## src/rtl/parking_lane_monitor.sv

```systemverilog
// Per-lane enter/exit sequence recogniser with a shared saturating occupancy count.
// Define PARK_TIMEOUT_EN to build per-lane stall timers that abort hung sequences.
module parking_lane_monitor #(
    parameter int unsigned LANES   = 2,
    parameter int unsigned CAP     = 200,
    parameter int unsigned CNT_W   = 8,
    parameter int unsigned TIMEOUT = 1000
) (
    input  logic             clk_i,
    input  logic             reset_ni,
    input  logic [LANES-1:0] sens_a_i,
    input  logic [LANES-1:0] sens_b_i,
    output logic [LANES-1:0] enter_o,
    output logic [LANES-1:0] exit_o,
    output logic [LANES-1:0] timeout_o,
    output logic [CNT_W-1:0] count_o,
    output logic             full_o,
    output logic             empty_o
);

    localparam int SumW = CNT_W + 2;

    typedef enum logic [2:0] {StIdle, StE1, StE2, StE3, StX1, StX2, StX3} state_e;

    state_e                  state_q [LANES];
    state_e                  state_d [LANES];
    logic [LANES-1:0][1:0]   ab;
    logic [LANES-1:0]        stall_hit;
    logic [LANES-1:0]        enter_d, enter_q;
    logic [LANES-1:0]        exit_d, exit_q;
    logic [LANES-1:0]        timeout_d, timeout_q;
    logic [CNT_W-1:0]        count_d, count_q;
    logic                    full_d, full_q;
    logic                    empty_d, empty_q;
    logic signed [SumW-1:0]  delta;
    logic signed [SumW-1:0]  sum;

    always_comb begin
        for (int i = 0; i < LANES; i++) begin
            ab[i] = {sens_a_i[i], sens_b_i[i]};
        end
    end

`ifdef PARK_TIMEOUT_EN
    localparam int unsigned TmrW = $clog2(TIMEOUT + 1);

    logic [TmrW-1:0] tmr_q [LANES];
    logic [TmrW-1:0] tmr_d [LANES];

    always_comb begin
        for (int i = 0; i < LANES; i++) begin
            stall_hit[i] = (state_q[i] != StIdle) && (tmr_q[i] == TmrW'(TIMEOUT));
        end
    end

    // Timer runs only while a lane sits in one non-idle state.
    always_comb begin
        for (int i = 0; i < LANES; i++) begin
            if ((state_d[i] != state_q[i]) || (state_d[i] == StIdle)) begin
                tmr_d[i] = '0;
            end else begin
                tmr_d[i] = tmr_q[i] + TmrW'(1);
            end
        end
    end

    always_ff @(posedge clk_i) begin
        for (int i = 0; i < LANES; i++) begin
            if (!reset_ni) begin
                tmr_q[i] <= '0;
            end else begin
                tmr_q[i] <= tmr_d[i];
            end
        end
    end
`else
    assign stall_hit = '0;
`endif

    // Next-state logic; X states mirror E states with a and b swapped.
    always_comb begin
        for (int i = 0; i < LANES; i++) begin
            state_d[i] = state_q[i];
            unique case (state_q[i])
                StIdle: begin
                    if (ab[i] == 2'b10)      state_d[i] = StE1;
                    else if (ab[i] == 2'b01) state_d[i] = StX1;
                end
                StE1: begin
                    if (ab[i] == 2'b11)      state_d[i] = StE2;
                    else if (ab[i] != 2'b10) state_d[i] = StIdle;
                end
                StE2: begin
                    if (ab[i] == 2'b01)      state_d[i] = StE3;
                    else if (ab[i] == 2'b10) state_d[i] = StE1;
                    else if (ab[i] == 2'b00) state_d[i] = StIdle;
                end
                StE3: begin
                    if (ab[i] == 2'b11)      state_d[i] = StE2;
                    else if (ab[i] != 2'b01) state_d[i] = StIdle;
                end
                StX1: begin
                    if (ab[i] == 2'b11)      state_d[i] = StX2;
                    else if (ab[i] != 2'b01) state_d[i] = StIdle;
                end
                StX2: begin
                    if (ab[i] == 2'b10)      state_d[i] = StX3;
                    else if (ab[i] == 2'b01) state_d[i] = StX1;
                    else if (ab[i] == 2'b00) state_d[i] = StIdle;
                end
                StX3: begin
                    if (ab[i] == 2'b11)      state_d[i] = StX2;
                    else if (ab[i] != 2'b10) state_d[i] = StIdle;
                end
                default: state_d[i] = StIdle;
            endcase
            if (stall_hit[i]) begin
                state_d[i] = StIdle;
            end
        end
    end

    always_comb begin
        for (int i = 0; i < LANES; i++) begin
            enter_d[i]   = (state_q[i] == StE3) && (ab[i] == 2'b00) && !stall_hit[i];
            exit_d[i]    = (state_q[i] == StX3) && (ab[i] == 2'b00) && !stall_hit[i];
            timeout_d[i] = stall_hit[i];
        end
    end

    // Occupancy nets the registered pulses, then clamps to [0, CAP].
    always_comb begin
        delta = '0;
        for (int i = 0; i < LANES; i++) begin
            delta = delta + SumW'(enter_q[i]) - SumW'(exit_q[i]);
        end
        sum = $signed({2'b00, count_q}) + delta;
        if (sum < 0) begin
            count_d = '0;
        end else if (sum > $signed(SumW'(CAP))) begin
            count_d = CNT_W'(CAP);
        end else begin
            count_d = CNT_W'(sum);
        end
        full_d  = (count_d == CNT_W'(CAP));
        empty_d = (count_d == '0);
    end

    always_ff @(posedge clk_i) begin
        if (!reset_ni) begin
            for (int i = 0; i < LANES; i++) begin
                state_q[i] <= StIdle;
            end
            enter_q   <= '0;
            exit_q    <= '0;
            timeout_q <= '0;
            count_q   <= '0;
            full_q    <= 1'b0;
            empty_q   <= 1'b1;
        end else begin
            for (int i = 0; i < LANES; i++) begin
                state_q[i] <= state_d[i];
            end
            enter_q   <= enter_d;
            exit_q    <= exit_d;
            timeout_q <= timeout_d;
            count_q   <= count_d;
            full_q    <= full_d;
            empty_q   <= empty_d;
        end
    end

    assign enter_o   = enter_q;
    assign exit_o    = exit_q;
    assign timeout_o = timeout_q;
    assign count_o   = count_q;
    assign full_o    = full_q;
    assign empty_o   = empty_q;

endmodule

```

## config.mk

```make
export PLATFORM = sky130hd
export DESIGN_NAME = parking_lane_monitor
export DESIGN_NICKNAME = d
export VERILOG_FILES = /design/src/rtl/parking_lane_monitor.sv
export SDC_FILE = /design/constraint.sdc
export NUM_CORES = 1
export LEC_CHECK = 0
export CORE_MARGIN = 1
export CORE_UTILIZATION = 48
export DETAILED_ROUTE_END_ITERATION = 10
export PLACE_DENSITY_LB_ADDON = 0.1
export SLEW_MARGIN = 20
export SYNTH_ARGS = -nofsm -noshare
export SYNTH_HDL_FRONTEND = slang
export SYNTH_SLANG_ARGS = --single-unit
```

## constraint.sdc

```tcl
create_clock -name clk_i -period 2.9 [get_ports clk_i]
set_input_delay 0.435 -clock clk_i [delete_from_list [all_inputs] [get_ports clk_i]]
set_output_delay 0.435 -clock clk_i [all_outputs]
set_load 0.02 [all_outputs]
```

# Word level (Yosys, flattened, before mapping)
# Memories as Yosys holds them, arrays and structs flattened.
# Cells that the tools add are included.
[totals]
input_bits = 6
mem_bits_rw = 6
regBits = 14
n_memories = 1
word_cells = 80
mem_bits_ro = 0
latchBits = 0
[memory_table]
columns = ["memory", "depth", "word_bits", "read_ports", "rd_clocked_by_memory_dff", "write_ports", "line_no", "rtl"]
rows = [
  ["state_q", 2, 3, 2, 0, 2, "25", "state_e state_q [LANES];"],
]
[op_classes]
n_lt_le_gt_ge = 2
div = 0
shifts = 0
mul = 0
n_reduce_logical = 9
add_sub_neg = 4
bitwise = 2
eq_ne = 23
n_mux = 34
[ops]
columns = ["op", "n"]
rows = [
  ["3-bit 2-to-1 mux", 28],
  ["3-bit case mux with 7 select lines", 2],
  ["3-bit equality test (second input constant)", 6],
  ["8-bit 2-to-1 mux", 2],
  ["3-bit by 2-bit equality test with 1-bit output (second input constant)", 4],
  ["9-bit by 4-bit adder with 10-bit output", 1],
  ["10-bit by 9-bit greater-than comparator with 1-bit output (second input constant)", 1],
  ["10-bit by 1-bit less-than comparator with 1-bit output (second input constant)", 1],
  ["2-bit equality test (second input constant)", 4],
  ["8-bit equality test (second input constant)", 1],
  ["8-bit zero test", 1],
  ["3-bit by 1-bit equality test with 1-bit output (second input constant)", 2],
  ["3-bit zero test", 2],
  ["2-bit by 1-bit equality test with 1-bit output (second input constant)", 2],
  ["1-bit logical AND", 4],
  ["2-bit zero test", 2],
  ["2-bit by 1-bit != test with 1-bit output (second input constant)", 2],
  ["2-bit != test (second input constant)", 2],
  ["3-bit by 2-bit subtractor with 4-bit output", 1],
  ["2-bit by 2-bit adder with 3-bit output", 1],
  ["1-bit 2-to-1 mux", 2],
  ["1-bit bitwise OR", 2],
  ["1-bit by 1-bit subtractor with 2-bit output", 1],
]

# Logic depth before layout (Yosys ltp)
[depth]
depth_word = 8
depth_mapped = 11
depth_no_buf = 11

# Worst setup path before layout
# No wires, ideal clock.
[synth_path]
path_kind = "reg2reg"
start = "register enter_q[0] (netlist: enter_o[0])"
end = "register count_q[0] (netlist: count_o[0])"
slack_ns = 0.049
n_path_buf = 0
path_stages_with_launch = 11
arrival_ns = 2.755
path_cell_list = "dfxtp_1 inv_1 ha_1 inv_1 ha_1 fa_1 xnor2_1 nor3b_1 nor3_2 o311a_4 nor4b_1"
[synth_between]
elab_chain_cells = 7
elab_cells_between_ends = 8
cone_classes = "4 x add/sub; 2 x order compare; 2 x mux"
[synth_rtl]
columns = ["element", "line_no", "rtl"]
rows = [
  ["start, declared", "29", "logic [LANES-1:0] enter_d, enter_q;"],
  ["start signal, assigned", "164", "enter_q <= enter_d;"],
  ["1-bit by 1-bit subtractor with 2-bit output (*)", "135", "delta = delta + SumW'(enter_q[i]) - SumW'(exit_q[i]);"],
  ["2-bit by 2-bit adder with 3-bit output (*)", "135", ""],
  ["3-bit by 2-bit subtractor with 4-bit output (*)", "135", ""],
  ["9-bit by 4-bit adder with 10-bit output (*)", "137", "sum = $signed({2'b00, count_q}) + delta;"],
  ["10-bit by 9-bit greater-than comparator with 1-bit output", "140", "end else if (sum > $signed(SumW'(CAP))) begin"],
  ["8-bit 2-to-1 mux", "140", ""],
  ["8-bit 2-to-1 mux (*)", "138", "if (sum < 0) begin"],
  ["end signal, assigned", "167", "count_q <= count_d;"],
  ["end, declared", "32", "logic [CNT_W-1:0] count_d, count_q;"],
]
# Mark *: on every way between the ends. The rest lies on a longest branch, timed or not.
# A chain may end at the register's enable or synchronous reset.

# Worst setup path after layout
[layout_path]
start = "register enter_q[0] (netlist: enter_o[0])"
end = "register full_q (netlist: full_o)"
[layout_between]
elab_chain_cells = 8
elab_cells_between_ends = 9
cone_classes = "4 x add/sub; 2 x order compare; 1 x eq/ne; 2 x mux"
[layout_rtl]
columns = ["element", "line_no", "rtl"]
rows = [
  ["1-bit by 1-bit subtractor with 2-bit output (*)", "135", ""],
  ["2-bit by 2-bit adder with 3-bit output (*)", "135", ""],
  ["3-bit by 2-bit subtractor with 4-bit output (*)", "135", ""],
  ["9-bit by 4-bit adder with 10-bit output (*)", "137", ""],
  ["10-bit by 9-bit greater-than comparator with 1-bit output", "140", ""],
  ["8-bit 2-to-1 mux", "140", ""],
  ["8-bit 2-to-1 mux (*)", "138", ""],
  ["8-bit equality test (*)", "145", "full_d = (count_d == CNT_W'(CAP));"],
  ["end signal, assigned", "168", "full_q <= full_d;"],
  ["end, declared", "33", "logic full_d, full_q;"],
]
# Marks and branches as above.

==> run metrics <==
run status=completed; crit path time final=2.79 ns; Critical Path Max Stage Delay=0.38 ns; Non-Filler Instances=289; Register-to-Register Path Depth=12; design area=2250 um2; Post-Place Setup Slack=-0.0830 ns; Max Root-Sink Buffers=2; I/O pin cnt=22; Global Route Usage Sum=19.7%; Worst setup SP type=flip-flop; worst reg2reg startpoint=enter_o[0]; number of DRC markers in iteration 0=138; die area=4010 um2; final core occ=64.9%; Worst Skew=0.00669 ns; fin. max-slew vios=0; post-synthesis mux area share=0.624%; part of the Yosys area used for sequential elements=22.2%; asr flop ratio synth=0%; WL/cell=14.1 um; DRT Wirelength=4080 um; Clock transition at path regs=0.08 ns; Vias=1656; H-tree depth=1; Crit. End Element=flip-flop; chip width=63.3 um; die height=63.3 um; post-DP HPWL=3000 um; Worst Setup Slack, final=0.108 ns; TritonCTS clock tree=built; GR Overflow Total=0; VDD IR max=0.000545 V; WP data required=3.06 ns; # diodes=0; initial antenna violation count=0; routability cong.=0.821; final worst-path cycle share=96.3%; CTS Hold Bufs=0; Lkg Pwr=0.910 nW; Crit path top cell by count=inv_2; pwr dens=989 nW/um2; post-synthesis cell type count=55; total CTS buffers=3; largest net degree at the start of global routing=13; port bufs=19; CP cell instances=inv_1 -> ha_2 -> inv_2 -> buf_4 -> ha_1 -> inv_2 -> ha_4 -> or2_1 -> a311oi_4 -> a21oi_1 -> o31a_1 -> a2111oi_2; Clock Tree Root=clkbuf_8; most frequent cells in the layout=35 x inv_1, 22 x ha_1, 20 x dfxtp_1; WHS Endpoint=exit_o[1]; Post-Syn Instances=221; min-delay src=state_q[0][4]; largest family of logic cells by synthesized area=compound AO/OA/AOI/OAI gates; DRC Markers=0; adder-cell share of the synthesized area=20.0%; Simple-Gate Fraction of Synth Area=19.6%; final setup fails=0; Via density=5.73; WP data arrival=2.95 ns; Slowest-stage cell, CP=a311oi_4; Core Box Area=3470 um2; EDFF count, synth=0; Compound-Gate Fraction of Synth Area=25.5%; Cell Rows=21; most common cell after layout, fill and taps aside=inv_1; Initial Util=52.0%; Sequential cell area=400 um2; xor and xnor area share after synthesis=1.94%; vias in the first global route=1523; ratio of cells with drive above 1 in the final layout=17.3%; FF+latch count, synth=20; Warnings, synthesis=0; Worst Hold Slack=0.598 ns; Final ANT Viol Nets=0; min-delay worst type=reg2reg; layout net count=277; crit path max fanout=5; fillers=316; FMAX=358 MHz; Netlist Area Pre-Place=1800 um2; placed instance count=281; maxcap violations=0; r2r endpoint=full_o; area grow syn2layout=24.8%; Clk Latency, worst-skew pair=0.26 ns; # clock sinks=20; hold path cells=2; drt pass-1 iters=4; first-pass GRT wire length=6440 um; area of the multi-input gates=1340 um2; Crit Path Category=reg2reg; Primary FF master, synth=dfxtp_1; Mean Syn Cell Area=8.16 um2; Reg2Reg Setup Slack=0.11 ns; DP Area=2030 um2; final hold violation count=0
==> cell usage after synthesis, types with 3 or more instances <==
master | instances | area (um2)
a21oi_1 | 13 | 65.1
a31oi_1 | 4 | 25.0
clkbuf_1 | 6 | 22.5
dfxtp_1 | 20 | 400
fa_1 | 3 | 60.1
ha_1 | 24 | 300
inv_1 | 38 | 143
nand2_1 | 5 | 18.8
nand3_1 | 3 | 15.0
nor2_1 | 15 | 56.3
nor2b_1 | 3 | 18.8
nor3_1 | 4 | 20.0
nor3b_1 | 6 | 45.0
nor4_1 | 5 | 31.3
nor4b_1 | 5 | 43.8
o211ai_1 | 5 | 37.5
o21a_1 | 3 | 22.5
o21ai_0 | 7 | 35.0
o22ai_1 | 3 | 18.8
or2_1 | 3 | 18.8
xnor2_1 | 3 | 26.3
==> worst max-delay path, delay by kind of cell (launching register included) <==
family / cells / cell delay, ns
adder cells (fa/ha/maj): 3 / 0.73
AO/OA/AOI/OAI: 4 / 1.06
buffers and inverters: 4 / 0.33
flip-flops: 1 / 0.32
AND/OR/NAND/NOR: 1 / 0.26
==> metal layers <==
layer  share of wire (%)  vias up  GRT usage, %  wire [um]
met5                   0        -             0          0
met4                 2.4        0          6.53         97
met3                 1.2        8          1.27         50
met2                  53       22          37.0       2150
met1                  44      794          23.5       1780
li1                    -      832             -          -
==> sequential cells by signal, indices dropped and copies added, names as in the netlist <==
signal,flops
count_o,8
empty_o,1
enter_o,2
exit_o,2
full_o,1
state_q,6
==> timing repair <==
action,CTS,global route
hold endpoints to repair,0,0
pin swaps,1,5
endpoints found under the setup margin,6,7
buffers inserted,0,4
gates resized for setup,4,21
==> power by group <==
group	switching (mW)	total, mW	internal (mW)
clock	0.0927	0.277	0.184
sequential	0.0486	0.374	0.326
combinational	0.876	1.57	0.698
total	1.02	2.23	1.21
==> final cells by class <==
| cell class | count | area share (%) |
|---|---|---|
| multi-input cells | 156 | 59.7 |
| flip-flops and latches | 20 | 17.8 |
| repair buffers | 25 | 10.5 |
| inverters | 38 | 6.34 |
| well taps | 46 | 2.56 |
| clock buffers | 3 | 1.83 |
| clock inverters | 1 | 1.33 |
==> worst max path at each step <==
stage / startpoint / end / slack (ns) / cells past startpoint
finish: enter_o[0] / full_o / 0.11 / 12
global route: enter_o[0] / count_o[2] / -0.02 / 12
CTS: enter_o[0] / full_o / 0.003 / 11
detailed placement: enter_o[0] / count_o[0] / -0.08 / 10
global placement: enter_o[0] / count_o[0] / 0.003 / 10
floorplan: enter_o[0] / count_o[0] / 0.05 / 10
==> through the flow <==
step	TNS [ns]	total power [mW]
global placement	0	1.69
CTS	0	2.01
global route	-0.0209	2.40
detailed placement	-0.308	1.71
floorplan	0	1.41
finish	0	2.23
==> kinds of logic (layout without fill, tap and decap cells) <==
kind of cell / Yosys count / count (layout)
muxes: 1 / 1
AOI/OAI and AO/OA: 61 / 61
other: 1 / 2
and+or+nand+nor: 61 / 61
DFF: 20 / 20
buffers and inverters: 46 / 67
xor gates and xnor gates: 4 / 4
adders and majority gates: 27 / 27
Power figures use the tool's default switching activity.
==> RTL change 1 (config.mk and constraints unchanged) <==
Register the output `timeout_o` once more, cleared by the reset; this adds one clock of latency there. The other outputs are not delayed to match.
--- a/src/rtl/parking_lane_monitor.sv
+++ b/src/rtl/parking_lane_monitor.sv
@@ -173,5 +173,11 @@
     assign enter_o   = enter_q;
     assign exit_o    = exit_q;
-    assign timeout_o = timeout_q;
+    always_ff @(posedge clk_i) begin
+        if (!reset_ni) begin
+            timeout_o <= '0;
+        end else begin
+            timeout_o <= timeout_q;
+        end
+    end
     assign count_o   = count_q;
     assign full_o    = full_q;
Function: kept (equiv_simple and equiv_induct, registers matched by name and starting in step).
==> RTL change 1 against the original RTL <==
  * Sequential cell count unchanged
  * Worst setup slack improved by 0.0063 ns
  * Power increased by 3.1%
  * Design area increased by 1.7%
  * Critical path depth unchanged
  * Wire length decreased by 2.9%
  * Largest cell class unchanged
  * Non-clock buffer count increased by 4
  * Largest power group unchanged
  * Synthesized area unchanged
==> RTL change 1: results (changes against the original RTL) <==
metric,value,unit,change
ys_top_cells_by_area,"dfxtp_1 22%, ha_1 17%, inv_1 7.9%",,
p_leak,0.921,nW,+1.3%
clockBufferDepth,2,,unchanged
hpwl,3000,um,about the same
dr_wl_met3,60,um,+20%
synth_ff_type,dfxtp_1,,
gp_congestion,0.830,,+1.1%
hold_class,reg2reg,,
critPathSlowestCell,fa_2,,
nNetsFinal,283,,+2.2%
ys.warnings.count,0,,unchanged
switching_share,45.0,%,-0.77 points
drive_above_1_share,18.5,%,+1.2 points
met1_usage,25.8,%,+2.3 points
grt_max_degree,13,,unchanged
wl_met1,1760,um,-1.2%
wl,3960,um,-2.9%
largest_reg_flops,8,,unchanged
status,finished clean,,
clk-insertion-delay-late,0.26,ns,about the same
synth_cell_types,55,,unchanged
grt_pass1_wl,6640,um,+3.2%
grt_util_met3,1.63,%,+0.36 points
async_flop_share,0,%,unchanged
clk_pin_slew,0.08,ns,about the same
skew,0.00674,ns,+0.0000519 ns
crit_path_max_fanout,5,,unchanged
antenna_cells,0,,unchanged
grt_pass1_vias,1537,,+0.92%
max_stage_delay,0.38,ns,about the same
ys_seq_area_share,22.2,%,unchanged
grt_use_total,20.5,%,+0.82 points
use_met2,36.4,%,-0.54 points
port_buffers,19,,unchanged
cts_root_buf,clkbuf_8,,
num_vias,1652,,-0.24%
cts-htree-levels,1,,unchanged
drt-pass1-iter-count,4,,unchanged
wl_met2,2080,um,-3.5%
cts_buffers,3,,unchanged
ir_worst_vdd,0.000467,V,-14%
antenna_found_initial,0,,unchanged
yosys-top-cells-count,"38 x inv_1, 24 x ha_1, 20 x dfxtp_1",,
cp.arrival,2.94,ns,about the same
cp_top_family,adder cells,,
routed.top_layer,met4,,
drt_iter0_drc,54,,-61%
## RTL change 1: area by class of cell
cell class | instances | area, um2
clock buffers | 3 | 41.3
clock inverters | 1 | 30.0
fillers | 319 | 1180
inverters | 38 | 143
multi-input cells | 158 | 1350
flip-flops and latches | 20 | 400
well taps | 46 | 57.6
repair buffers | 29 | 265
## RTL change 1: repair_timing
| action | in CTS | in global routing |
|---|---|---|
| pin swaps | 0 | 5 |
| gates resized for setup | 2 | 25 |
| endpoints found under the setup margin | 5 | 8 |
| setup buffers | 0 | 1 |
| hold buffers | 0 | 0 |
## RTL change 1: per-stage QoR
step                hold WS, ns  setup slack (ns)  instances  instance area, um2  power (mW)
global placement          0.592            0.0206        290                2090        1.80
global route              0.643           -0.0318        295                2290        2.49
finish                    0.603             0.115        295                2290        2.29
CTS                       0.605            0.0414        294                2160        2.08
floorplan                 0.510            0.0489        224                1810        1.42
detailed placement        0.594          -0.00224        290                2090        1.80
## RTL change 1: final timing paths
check | from | to | slack, ns | cells after the start
worst max-delay path | enter_o[0] | count_o[1] | 0.11 | 12
worst min-delay path | state_q[0][4] | exit_o[1] | 0.60 | 2
worst max register to register | enter_o[0] | count_o[1] | 0.11 | 12
worst min register to register | state_q[0][4] | exit_o[1] | 0.60 | 2
## RTL change 1: cells by family after synthesis
logic type | after synthesis | share of synthesized area [%]
compound gates | 60 | 25.0
xor+xnor | 4 | 1.94
fa+ha+maj | 27 | 20.0
buf+inv | 46 | 9.99
flops | 20 | 22.2
mux | 1 | 0.624
other cells | 1 | 0.208
simple gates | 64 | 20.1
## RTL change 1: power by group through the flow
stage	registers, mW	logic (mW)	clock network (mW)
after floorplan	0.398	1.02	0
after global placement	0.381	1.42	0
after detailed placement	0.381	1.42	0
after CTS	0.375	1.42	0.284
after global routing	0.381	1.81	0.304
final	0.376	1.64	0.277
==> RTL change 2 (same settings) <==
Made on the original files. Build with the macro `PARK_TIMEOUT_EN` defined.
--- a/src/rtl/parking_lane_monitor.sv
+++ b/src/rtl/parking_lane_monitor.sv
@@ -1,4 +1,6 @@
 // Per-lane enter/exit sequence recogniser with a shared saturating occupancy count.
 // Define PARK_TIMEOUT_EN to build per-lane stall timers that abort hung sequences.
+`define PARK_TIMEOUT_EN
+
 module parking_lane_monitor #(
     parameter int unsigned LANES   = 2,
Function: no difference found for any inputs over 10 cycles, from zero or initial values and one cycle with reset_ni low; that may be too few to reach the edited logic, so the function may still have changed.
==> RTL change 2 against the original RTL <==
  * Sequential power is 76% higher
  * Synthesized cell count rose by 41%
  * Die area up 44%
  * Critical endpoint is now count_o[5]
  * Sequential cell count up 22
  * Critical path type unchanged
  * Synthesized area rose by 45%
  * Largest power group unchanged
  * Count of clock-buffer cells in the layout up 3
  * Wire length grew 37%
  * Power is 38% higher
  * Non-clock buffer count rose by 8
  * Clock skew fell by 0.0010 ns
  * Sequential share of layout area is 8.5 points higher
  * Worst setup slack improved by 0.0051 ns
  * Design area increased by 43%
==> RTL change 2: results (changes against the original RTL) <==
metric,value,unit,change
synth_compound_area_share,16.3,%,-9.2 points
fmax,0.359,GHz,+0.18%
grt_use_total,20.7,%,+1.0 points
drive_above_1_share,15.0,%,-2.3 points
final_antenna_net_count,0,,unchanged
r2r_cells,13,,+1
synth_cell_types,60,,+9.1%
nNetsFinal,369,,+33%
place_area,2910,um2,+43%
synth.area.mux_share,0.382,%,-0.24 points
grt_pass1_vias,1953,,+28%
antenna_cells,0,,unchanged
cts_buffers,5,,+2
hpwl,3970,um,+32%
largest_reg_flops,20,,+12
port_buffers,21,,+2
ir_worst_vdd,0.000474,V,-13%
skew,0.00567,ns,-0.00102 ns
grt_pass1_wl,8910,um,+38%
grt_max_degree,14,,+1
top_register,tmr_q,,
p_switching,1.22,mW,+20%
hold_start,tmr_q[0][0],,
p_leak,1.20,nW,+32%
clk-insertion-delay-late,0.29,ns,+0.03 ns
pre_cts_ws,-0.0301,ns,+0.0529 ns
drt_iter0_drc,91,,-34%
endpoint,count_o[5],,
synth_fa_ha_area_share,11.8,%,-8.1 points
wl,5580,um,+37%
ys_seq_area_share,32.1,%,+9.9 points
status,finished clean,,
gp_congestion,0.827,,+0.67%
yosys-top-cells-count,"42 x dfxtp_1, 41 x inv_1, 39 x nor2_1",,
synth-xor-area-share,9.41,%,+7.5 points
via_per_inst,5.35,,-6.6%
rr_startpoint,enter_o[0],,
crit_path_max_fanout,7,,+2
ys_top_cells_by_area,"dfxtp_1 32%, ha_1 9.6%, inv_1 5.9%",,
cts-htree-levels,2,,+1
## RTL change 2: cells by family after synthesis
| group | count (synthesis) |
|---|---|
| fa+ha+maj | 23 |
| mux | 1 |
| flops | 42 |
| compound gates | 56 |
| xor+xnor | 26 |
| simple gates | 111 |
| buf+inv | 53 |
## RTL change 2: layer usage
metal  up-vias  GRT usage [%]  part of all wire [%]
met3        10           5.82                   4.9
met5         -              0                     0
met1      1025           26.6                    47
li1       1120              -                     -
met4         0           8.44                   2.0
met2        45           32.7                    46
## RTL change 2: how the worst min path moves through the flow
stage                   to  slack [ns]  cells past startpoint
4_1_cts        tmr_q[0][0]        0.48                      1
6_report       tmr_q[0][0]        0.48                      1
3_3_place_gp   tmr_q[0][0]        0.46                      1
2_1_floorplan  tmr_q[0][0]        0.44                      1
3_5_place_dp   tmr_q[0][0]        0.46                      1
5_1_grt        tmr_q[1][0]        0.55                      1
## RTL change 2: critical path, cell delays in order (launching register included)
cell      delay (ns)
dfxtp_2         0.32
inv_1           0.05
ha_2            0.20
inv_4           0.07
buf_4           0.14
ha_1            0.27
inv_1           0.06
ha_4            0.31
o21ai_2         0.08
o211a_1         0.28
or4_4           0.45
a21oi_4         0.21
nand2_2         0.10
a211oi_2        0.17
## RTL change 2: cell type report
type	count	area [um2]
Clock inverter	2	60.1
Fill cell	442	1960
Clock buffer	6	82.6
Timing Repair Buffer	33	300
Inverter	41	156
Sequential cell	42	842
Tap cell	70	87.6
Multi-Input combinational cell	217	1680
## RTL change 2: power groups by stage
stage | Clock, mW | Sequential, mW | Combinational [mW]
global route | 0.610 | 0.666 | 1.98
finish | 0.573 | 0.660 | 1.83
CTS | 0.587 | 0.660 | 1.55
detailed placement | 0 | 0.673 | 1.54
floorplan | 0 | 0.702 | 1.12
global placement | 0 | 0.676 | 1.53
## RTL change 2: per-stage QoR
step | std cells | hold WS (ns)
3_5_place_dp | 398 | 0.465
4_1_cts | 406 | 0.485
6_report | 411 | 0.479
5_1_grt | 411 | 0.546
3_3_place_gp | 398 | 0.462
2_1_floorplan | 312 | 0.438
## RTL change 2: what timing repair did
item                                    in CTS  in global routing
endpoints found under the setup margin       3                  8
gates resized for setup                      1                 22
pin swaps                                    0                 11
setup buffers                                0                  5
endpoints found under the hold margin        0                  0
